<file path="src/rtl/branch_resolve_unit.sv">
// EX-stage branch resolution: evaluates conditional branches, checks the IF prediction,
// trains a 2-bit saturating BHT and issues registered redirect/flush pulses.
module branch_resolve_unit #(
    parameter int XLEN        = 32,
    parameter int BHT_ENTRIES = 64,
    parameter int CNT_W       = 16
) (
    input  logic             clk,
    input  logic             rstn,
    input  logic [XLEN-1:0]  if_pc,
    output logic             if_pred_taken,
    input  logic             ex_valid,
    input  logic             ex_stall,
    input  logic [XLEN-1:0]  ex_pc,
    input  logic [XLEN-1:0]  ex_rd0,
    input  logic [XLEN-1:0]  ex_rd1,
    input  logic [2:0]       ex_br_type,
    input  logic             ex_pred_taken,
    input  logic [XLEN-1:0]  ex_target,
    input  logic             cnt_clr,
    output logic             br_taken,
    output logic             mispredict,
    output logic             flush,
    output logic [XLEN-1:0]  redirect_pc,
    output logic [CNT_W-1:0] br_count,
    output logic [CNT_W-1:0] miss_count
);

    localparam int IDX_W = $clog2(BHT_ENTRIES);

    typedef enum logic [2:0] {
        BR_NONE0 = 3'd0,
        BR_EQ    = 3'd1,
        BR_NE    = 3'd2,
        BR_LT    = 3'd3,
        BR_GE    = 3'd4,
        BR_LTU   = 3'd5,
        BR_GEU   = 3'd6,
        BR_NONE7 = 3'd7
    } br_type_t;

    logic [1:0]       bht [BHT_ENTRIES];
    logic [IDX_W-1:0] if_idx;
    logic [IDX_W-1:0] ex_idx;
    logic             is_branch;
    logic             resolve;
    logic             taken;
    logic             eq;
    logic             lt;
    logic             ltu;
    logic             miss;
    logic [1:0]       cur_ctr;
    logic [1:0]       next_ctr;
    logic [XLEN-1:0]  next_pc;
    logic             unused_if_pc;

    assign if_idx       = if_pc[IDX_W+1:2];
    assign ex_idx       = ex_pc[IDX_W+1:2];
    assign unused_if_pc = ^{if_pc[XLEN-1:IDX_W+2], if_pc[1:0]};

    // Read-before-write: the lookup sees the table as it stands before this edge.
    assign if_pred_taken = bht[if_idx][1];

    assign eq  = (ex_rd0 == ex_rd1);
    assign lt  = ($signed(ex_rd0) < $signed(ex_rd1));
    assign ltu = (ex_rd0 < ex_rd1);

    always_comb begin
        taken     = 1'b0;
        is_branch = 1'b1;
        case (br_type_t'(ex_br_type))
            BR_EQ:   taken = eq;
            BR_NE:   taken = !eq;
            BR_LT:   taken = lt;
            BR_GE:   taken = !lt;
            BR_LTU:  taken = ltu;
            BR_GEU:  taken = !ltu;
            default: is_branch = 1'b0;
        endcase
    end

    // A flush in progress marks the current EX instruction as wrong-path.
    assign resolve = ex_valid && !ex_stall && is_branch && !flush;
    assign miss    = (taken != ex_pred_taken);
    assign next_pc = taken ? ex_target : (ex_pc + XLEN'(4));

    assign cur_ctr = bht[ex_idx];

    always_comb begin
        next_ctr = cur_ctr;
        if (taken) begin
            if (cur_ctr != 2'd3) next_ctr = cur_ctr + 2'd1;
        end else begin
            if (cur_ctr != 2'd0) next_ctr = cur_ctr - 2'd1;
        end
    end

    always_ff @(posedge clk or negedge rstn) begin
        if (!rstn) begin
            for (int i = 0; i < BHT_ENTRIES; i++) bht[i] <= 2'd1;
        end else if (resolve) begin
            bht[ex_idx] <= next_ctr;
        end
    end

    always_ff @(posedge clk or negedge rstn) begin
        if (!rstn) begin
            br_taken    <= 1'b0;
            mispredict  <= 1'b0;
            redirect_pc <= '0;
        end else begin
            br_taken    <= resolve && taken;
            mispredict  <= resolve && miss;
            redirect_pc <= resolve ? next_pc : '0;
        end
    end

    assign flush = mispredict;

    always_ff @(posedge clk or negedge rstn) begin
        if (!rstn) begin
            br_count   <= '0;
            miss_count <= '0;
        end else if (cnt_clr) begin
            br_count   <= '0;
            miss_count <= '0;
        end else if (resolve) begin
            if (br_count != '1) br_count <= br_count + CNT_W'(1);
            if (miss && (miss_count != '1)) miss_count <= miss_count + CNT_W'(1);
        end
    end

endmodule
</file>
<file path="config.mk">
export PLATFORM = sky130hd
export DESIGN_NAME = branch_resolve_unit
export DESIGN_NICKNAME = d
export VERILOG_FILES = /design/src/rtl/branch_resolve_unit.sv
export SDC_FILE = /design/constraint.sdc
export NUM_CORES = 1
export LEC_CHECK = 0
export BUFFER_PORTS_ARGS = -buffer_cell sky130_fd_sc_hd__buf_2
export CORE_ASPECT_RATIO = 1.4
export CORE_MARGIN = 1
export CORE_UTILIZATION = 55
export DETAILED_ROUTE_END_ITERATION = 6
export PLACE_DENSITY = 0.8
export SLEW_MARGIN = 30
export SYNTH_ARGS = -nofsm -noshare
export SYNTH_HDL_FRONTEND = slang
export SYNTH_SLANG_ARGS = --single-unit
</file>
<file path="constraint.sdc">
create_clock -name clk -period 5.65 [get_ports clk]
set_input_delay 0.565 -clock clk [delete_from_list [all_inputs] [get_ports clk]]
set_output_delay 0.565 -clock clk [all_outputs]
set_load 0.01 [all_outputs]
</file>
After elaboration in Yosys (flattened, before gate mapping). Cells that the tools add are included.

ROM bits: 0. Register bits after elaboration: 194. Latch bits: 0. Memory bits (writable): 0. Word-level logic and storage cells: 133. Output and inout port bits: 68. Input bits: 169. Memories: 0.

Reductions and logical operators: 19. Magnitude comparators: 5. $mul: 0. Shifts and indexed selects: 0. Muxes and demuxes: 22. Bitwise logic cells: 2. $add $sub $neg: 5. Div/mod/pow operators: 0. Equality and inequality tests: 11.

Operators by type and width (count): $bwmux W128 (1); $mux W16 (6); $lt A32 B32 Y1 (2); $mux W32 (2); $add A16 B1 Y16 const B (2); $add A32 B3 Y32 const B (1); $eq A32 B32 Y1 (1); $ne A16 B16 Y1 const B (2); $bmux W2 S6 (2); $mux W2 (8); $ge A7 B7 Y1 const B (2); $not A6 Y7 (2); $demux W2 S6 (1); $eq A3 B3 Y1 const B (3); $reduce_bool A2 Y1 (4); $logic_and A1 B1 Y1 (7); $lt A7 B1 Y1 const B (1); $eq A3 B2 Y1 const B (2); $pmux W1 S6 (1); $reduce_or A6 Y1 (1); $logic_not A1 Y1 (5); $reduce_and A2 Y1 (2); $eq A3 B1 Y1 const B (1); $add A2 B1 Y2 const B (1); other kinds (4) (4).

Depth between registers and ports, before layout.
Depth in word-level cells: 8. Mapped depth: 13. Depth with buffers taken out: 11.

Worst setup path before layout. OpenSTA, ideal clock, no wires.

Kind: input-to-output. From: input port if_pc[2]. To: output port if_pred_taken. Arrival: 3.005 ns. Stages on the path: 5. Slack: 2.080 ns. Cell sequence: clkbuf_1 buf_1 mux4_2 mux4_2 mux4_2.

Cells in the longest elaborated chain, start to end: 4.

Ends and longest elaborated chain: from (decl) (line 10) `input logic [XLEN-1:0] if_pc,`; $not A6 Y7 (implied by the code) (line 62) `assign if_pred_taken = bht[if_idx][1];`; $bmux W2 S6 (line 62); $mux W2 (implied by the code) (2 in a row) (line 62); to (decl) (line 11) `output logic if_pred_taken,`.

No other way between the ends. The select of a mux whose other input is x is not followed.

Worst setup path after layout.
From: input port ex_pc[3]. To: register bht[93] in the netlist's numbering.

Cells in the longest elaborated chain, start to end: 8. Elaborated cells on any way between the ends: 17. Those cells by class: 2 x add/sub; 2 x order compare; 1 x eq/ne; 9 x mux; 1 x bitwise; 2 x reduce/logical.

Ends and longest elaborated chain: from (decl) (line 14) `input logic [XLEN-1:0] ex_pc,`; $not A6 Y7 (implied by the code) (*) (line 87, 102); $bmux W2 S6 (line 87) `assign cur_ctr = bht[ex_idx];`; $mux W2 (implied by the code) (2 in a row) (line 87); $sub A2 B1 Y2, or another cell as far along (line 94) `if (cur_ctr != 2'd0) next_ctr = cur_ctr - 2'd1;`; $mux W2 (on tied branches) (line 94, 92); $mux W2 (line 91) `if (taken) begin`; $bwmux W128 (*) (line 102) `bht[ex_idx] <= next_ctr;`; to (signal, indexed assignment) (line 102); to (decl) (line 42) `logic [1:0] bht [BHT_ENTRIES];`.

Every way passes the cells marked *; elsewhere a longest branch is shown, timed or not. The select of a mux whose other input is x is not followed. A chain may end at the register's enable or synchronous reset.

==> flow_metrics.py <==
metrics = {
    "yosys": {
        "yosys_register_bits": 194,
        "synth.largest_area_cell": "sky130_fd_sc_hd__dfrtp_1",
        "postSynthAreaPerCell_sq_um": 10.7,
        "synth_area_leaders": "sky130_fd_sc_hd__dfrtp_1 (28%), sky130_fd_sc_hd__dfstp_2 (14%), sky130_fd_sc_hd__mux2_2 (14%)",
        "asyncSetResetFlopFracSynth_pct": 100,
        "yosysMostFrequentCell": "sky130_fd_sc_hd__mux2_2",
        "synth-warning-count": 0,
        "postSynth.topFlopCell": "sky130_fd_sc_hd__dfrtp_1",
        "synth.lib_cells_used.distinct": 60,
        "synthesis.area_sq_um": 11600,
        "yosysTopAreaCellShare_pct": 28.0,
        "synth-edff-count": 0,
        "post_synthesis_cell_count": 1085,
        "synth_sequential_area_ratio_pct": 42.4,
        "synthesized_nets": 1289,
        "synth.cells.most_frequent": "sky130_fd_sc_hd__mux2_2 (146), sky130_fd_sc_hd__dfrtp_1 (130), sky130_fd_sc_hd__nor2_1 (122)",
    },
    "sta": {
        "timing_hold_violations_final": 0,
        "postLayoutSetupSlackWorst_ns": 1.84,
        "headroom_to_the_max_slew_limit_pct": 33.3,
        "clock-skew-final_ns": 0.0167,
        "timing.final.max_slew_violations": 0,
        "setup_viol": 0,
        "fin_tns_setup_ns": 0,
        "period_share_pct": 67.5,
        "hold_ws_ns": 0.162,
        "rsz0062_at_grt": "false",
        "worstMarginPinSlew_ns": 0.997,
        "timing.final.crit_period_ns": 3.81,
        "fmaxAchievable_ghz": 0.262,
    },
    "cells_and_area": {
        "sequential_cell_area_sq_um": 4930,
        "final_util_pct": 65.0,
        "multiInputGateArea_sq_um": 6230,
        "layout.filler_cells": 1524,
        "num-nets-final": 1467,
        "drive_above_1_share_pct": 40.4,
        "area_delta_synth_final_pct": 15.2,
    },
    "clocking": {
        "ctsLongestPathBuffers": 2,
        "clk_root_buffer_cell": "sky130_fd_sc_hd__clkbuf_16",
        "postCtsSetupRepairBufs": 0,
        "cts.sinks": 194,
        "cts_repair_resize_count": 0,
        "cts-hold-fix-buffers": 0,
        "cts_tree": "done",
        "clock_buffers_created_by_tritoncts": 17,
        "clock_insertion_delay_worst_skew_ns": 0.45,
        "clk_transition_reported_paths_ns": 0.07,
        "cts.htree.levels": 4,
    },
    "worst_setup_path": {
        "regToRegEndpoint": "miss_count[11]$_DFFE_PN0P_",
        "ff2ff_path_depth": 9,
        "path_max_fanout": 64,
        "crit_path_start_kind": "input pin",
        "path_class": "in -> reg",
        "required_time_reported_for_the_critical_path_endpoint_ns": 5.98,
        "timing.critical_path.to": "bht[93]$_DFFE_PN0P_",
        "crit-reg2reg-launch": "miss_count[3]$_DFFE_PN0P_",
        "cp-end-kind": "flip-flop",
        "reg2reg_slack_ns": 2.35,
        "worst_setup_path_startpoint": "ex_pc[3]",
        "crit_arrival_ns": 4.14,
    },
    "floorplan": {
        "die_area_sq_um": 21700,
        "ioPinCount": 237,
        "core.rowCount": 62,
        "initial_utilization_pct": 56.4,
        "die_x_microns": 125,
        "floorplan.core_area_sq_um": 20600,
        "die_height_microns": 174,
    },
    "worst_hold_path": {
        "timing.hold.worst.class": "in -> async",
    },
    "placement": {
        "placement.setup.worst_slack_ns": 1.44,
        "dp_wirelength_mm": 21.2,
        "number_of_i_o_port_buffers": 210,
        "gpl.final_weighted_congestion": 0.867,
    },
    "run": {
        "maxCapViolCount": 0,
    },
    "outcome": {
        "run_status": "finished, violations left",
        "failing_checks": "DRC",
    },
    "routing": {
        "route.detailed.wl_per_inst_microns": 19.6,
        "routed_via_density": 6.11,
        "drtAntennaViolNets": 0,
        "dr.first_iter.drc_count": 651,
        "first_pass_iters": 7,
        "post-route-drc-count": 60,
        "drt-total-wl_mm": 30.1,
        "detailed_route_via_count": 9369,
    },
    "global_routing": {
        "gr-total-overflow": 0,
        "antenna_found_initial": 1,
        "grt_max_degree": 93,
        "first_global_vias": 9372,
        "track_usage_pct": 28.5,
        "grt_first_pass_wirelength_mm": 48.3,
    },
    "power_and_ir_drop": {
        "power.total_uw": 3190,
        "power_density_nw_per_um2": 238,
        "total_leakage_power_uw": 0.00628,
        "power.ir.vdd_worst_mv": 0.213,
    },
}
[layout make-up]
cell class	instances	share of cell area, %
Clock buffer	18	3.20
Multi-Input combinational cell	784	46.5
Timing Repair Buffer	222	8.58
Clock inverter	14	1.31
Tap cell	256	2.39
Inverter	44	1.23
Antenna cell	1	0.0187
Sequential cell	194	36.8
[per-layer routing]
metal / GRT usage (%) / routed length, microns
met1: 32.6 / 11000
met2: 49.6 / 15200
met3: 5.29 / 2150
met4: 17.0 / 1710
met5: 0 / 0
[stage by stage]
stage	instances	instance area, sq um
global placement	1500	12800
global route	1533	13400
finish	1533	13400
CTS	1532	13400
detailed placement	1500	12800
floorplan	1085	11600
[registers in the layout, indices dropped and copies added (netlist names)]
register	flops
redirect_pc	32
br_taken	1
bht	128
flush	1
miss_count	16
br_count	16
[how the worst min path moves through the flow]
stage                        start                    endpoint  slack [ns]  depth (start not counted)
2_1_floorplan                 rstn        bht[101]$_DFFE_PN0P_        0.27                          0
3_3_place_gp   bht[17]$_DFFE_PN0P_         bht[17]$_DFFE_PN0P_        0.50                          1
3_5_place_dp   bht[17]$_DFFE_PN0P_         bht[17]$_DFFE_PN0P_        0.51                          1
4_1_cts                       rstn   miss_count[9]$_DFFE_PN0P_        0.21                          1
5_1_grt                       rstn  miss_count[10]$_DFFE_PN0P_        0.22                          1
6_report                      rstn   miss_count[9]$_DFFE_PN0P_        0.16                          1
[layout by cell type (no fill, tap or decap), types with 23 or more instances in the layout]
cell and n:
sky130_fd_sc_hd__nand2_1 87, sky130_fd_sc_hd__dfrtp_1 130, sky130_fd_sc_hd__inv_1 44, sky130_fd_sc_hd__mux2_2 146, sky130_fd_sc_hd__nor3_1 26, sky130_fd_sc_hd__ha_1 35
sky130_fd_sc_hd__mux4_2 31, sky130_fd_sc_hd__nor2_1 122, sky130_fd_sc_hd__a211oi_1 30, sky130_fd_sc_hd__dfstp_2 64, sky130_fd_sc_hd__mux2i_1 37, sky130_fd_sc_hd__buf_2 209
sky130_fd_sc_hd__a21oi_1 26, sky130_fd_sc_hd__xor2_1 23, sky130_fd_sc_hd__nand3_1 35
[report_power, final]
part	switching [uW]	total, uW	leakage (uW)	internal, uW
clock	569	1240	0.000293	668
combinational	280	461	0.00353	181
sequential	25.7	1490	0.00246	1460
total	875	3190	0.00628	2310
[cells by family (layout without fill, tap and decap cells)]
| group | Yosys count | after routing | synth area share (%) |
|---|---|---|---|
| flops | 194 | 194 | 42.4 |
| compound gates | 119 | 119 | 7.15 |
| other cells | 0 | 1 | 0 |
| xor+xnor | 44 | 44 | 3.31 |
| buf+inv | 107 | 298 | 4.24 |
| mux | 223 | 223 | 24.5 |
| simple gates | 361 | 361 | 14.4 |
| fa+ha+maj | 37 | 37 | 3.97 |
[worst max-delay path: stages]
cell and delay [ns]:
sky130_fd_sc_hd__buf_2 0.57, sky130_fd_sc_hd__buf_4 0.42, sky130_fd_sc_hd__mux2_2 0.37, sky130_fd_sc_hd__a22oi_1 0.21, sky130_fd_sc_hd__o22ai_1 0.12, sky130_fd_sc_hd__a21oi_1 0.23, sky130_fd_sc_hd__o221ai_1 0.17, sky130_fd_sc_hd__or4_1 0.45
sky130_fd_sc_hd__maj3_4 0.62, sky130_fd_sc_hd__mux2_2 0.38
Power figures use the tool's default switching activity.
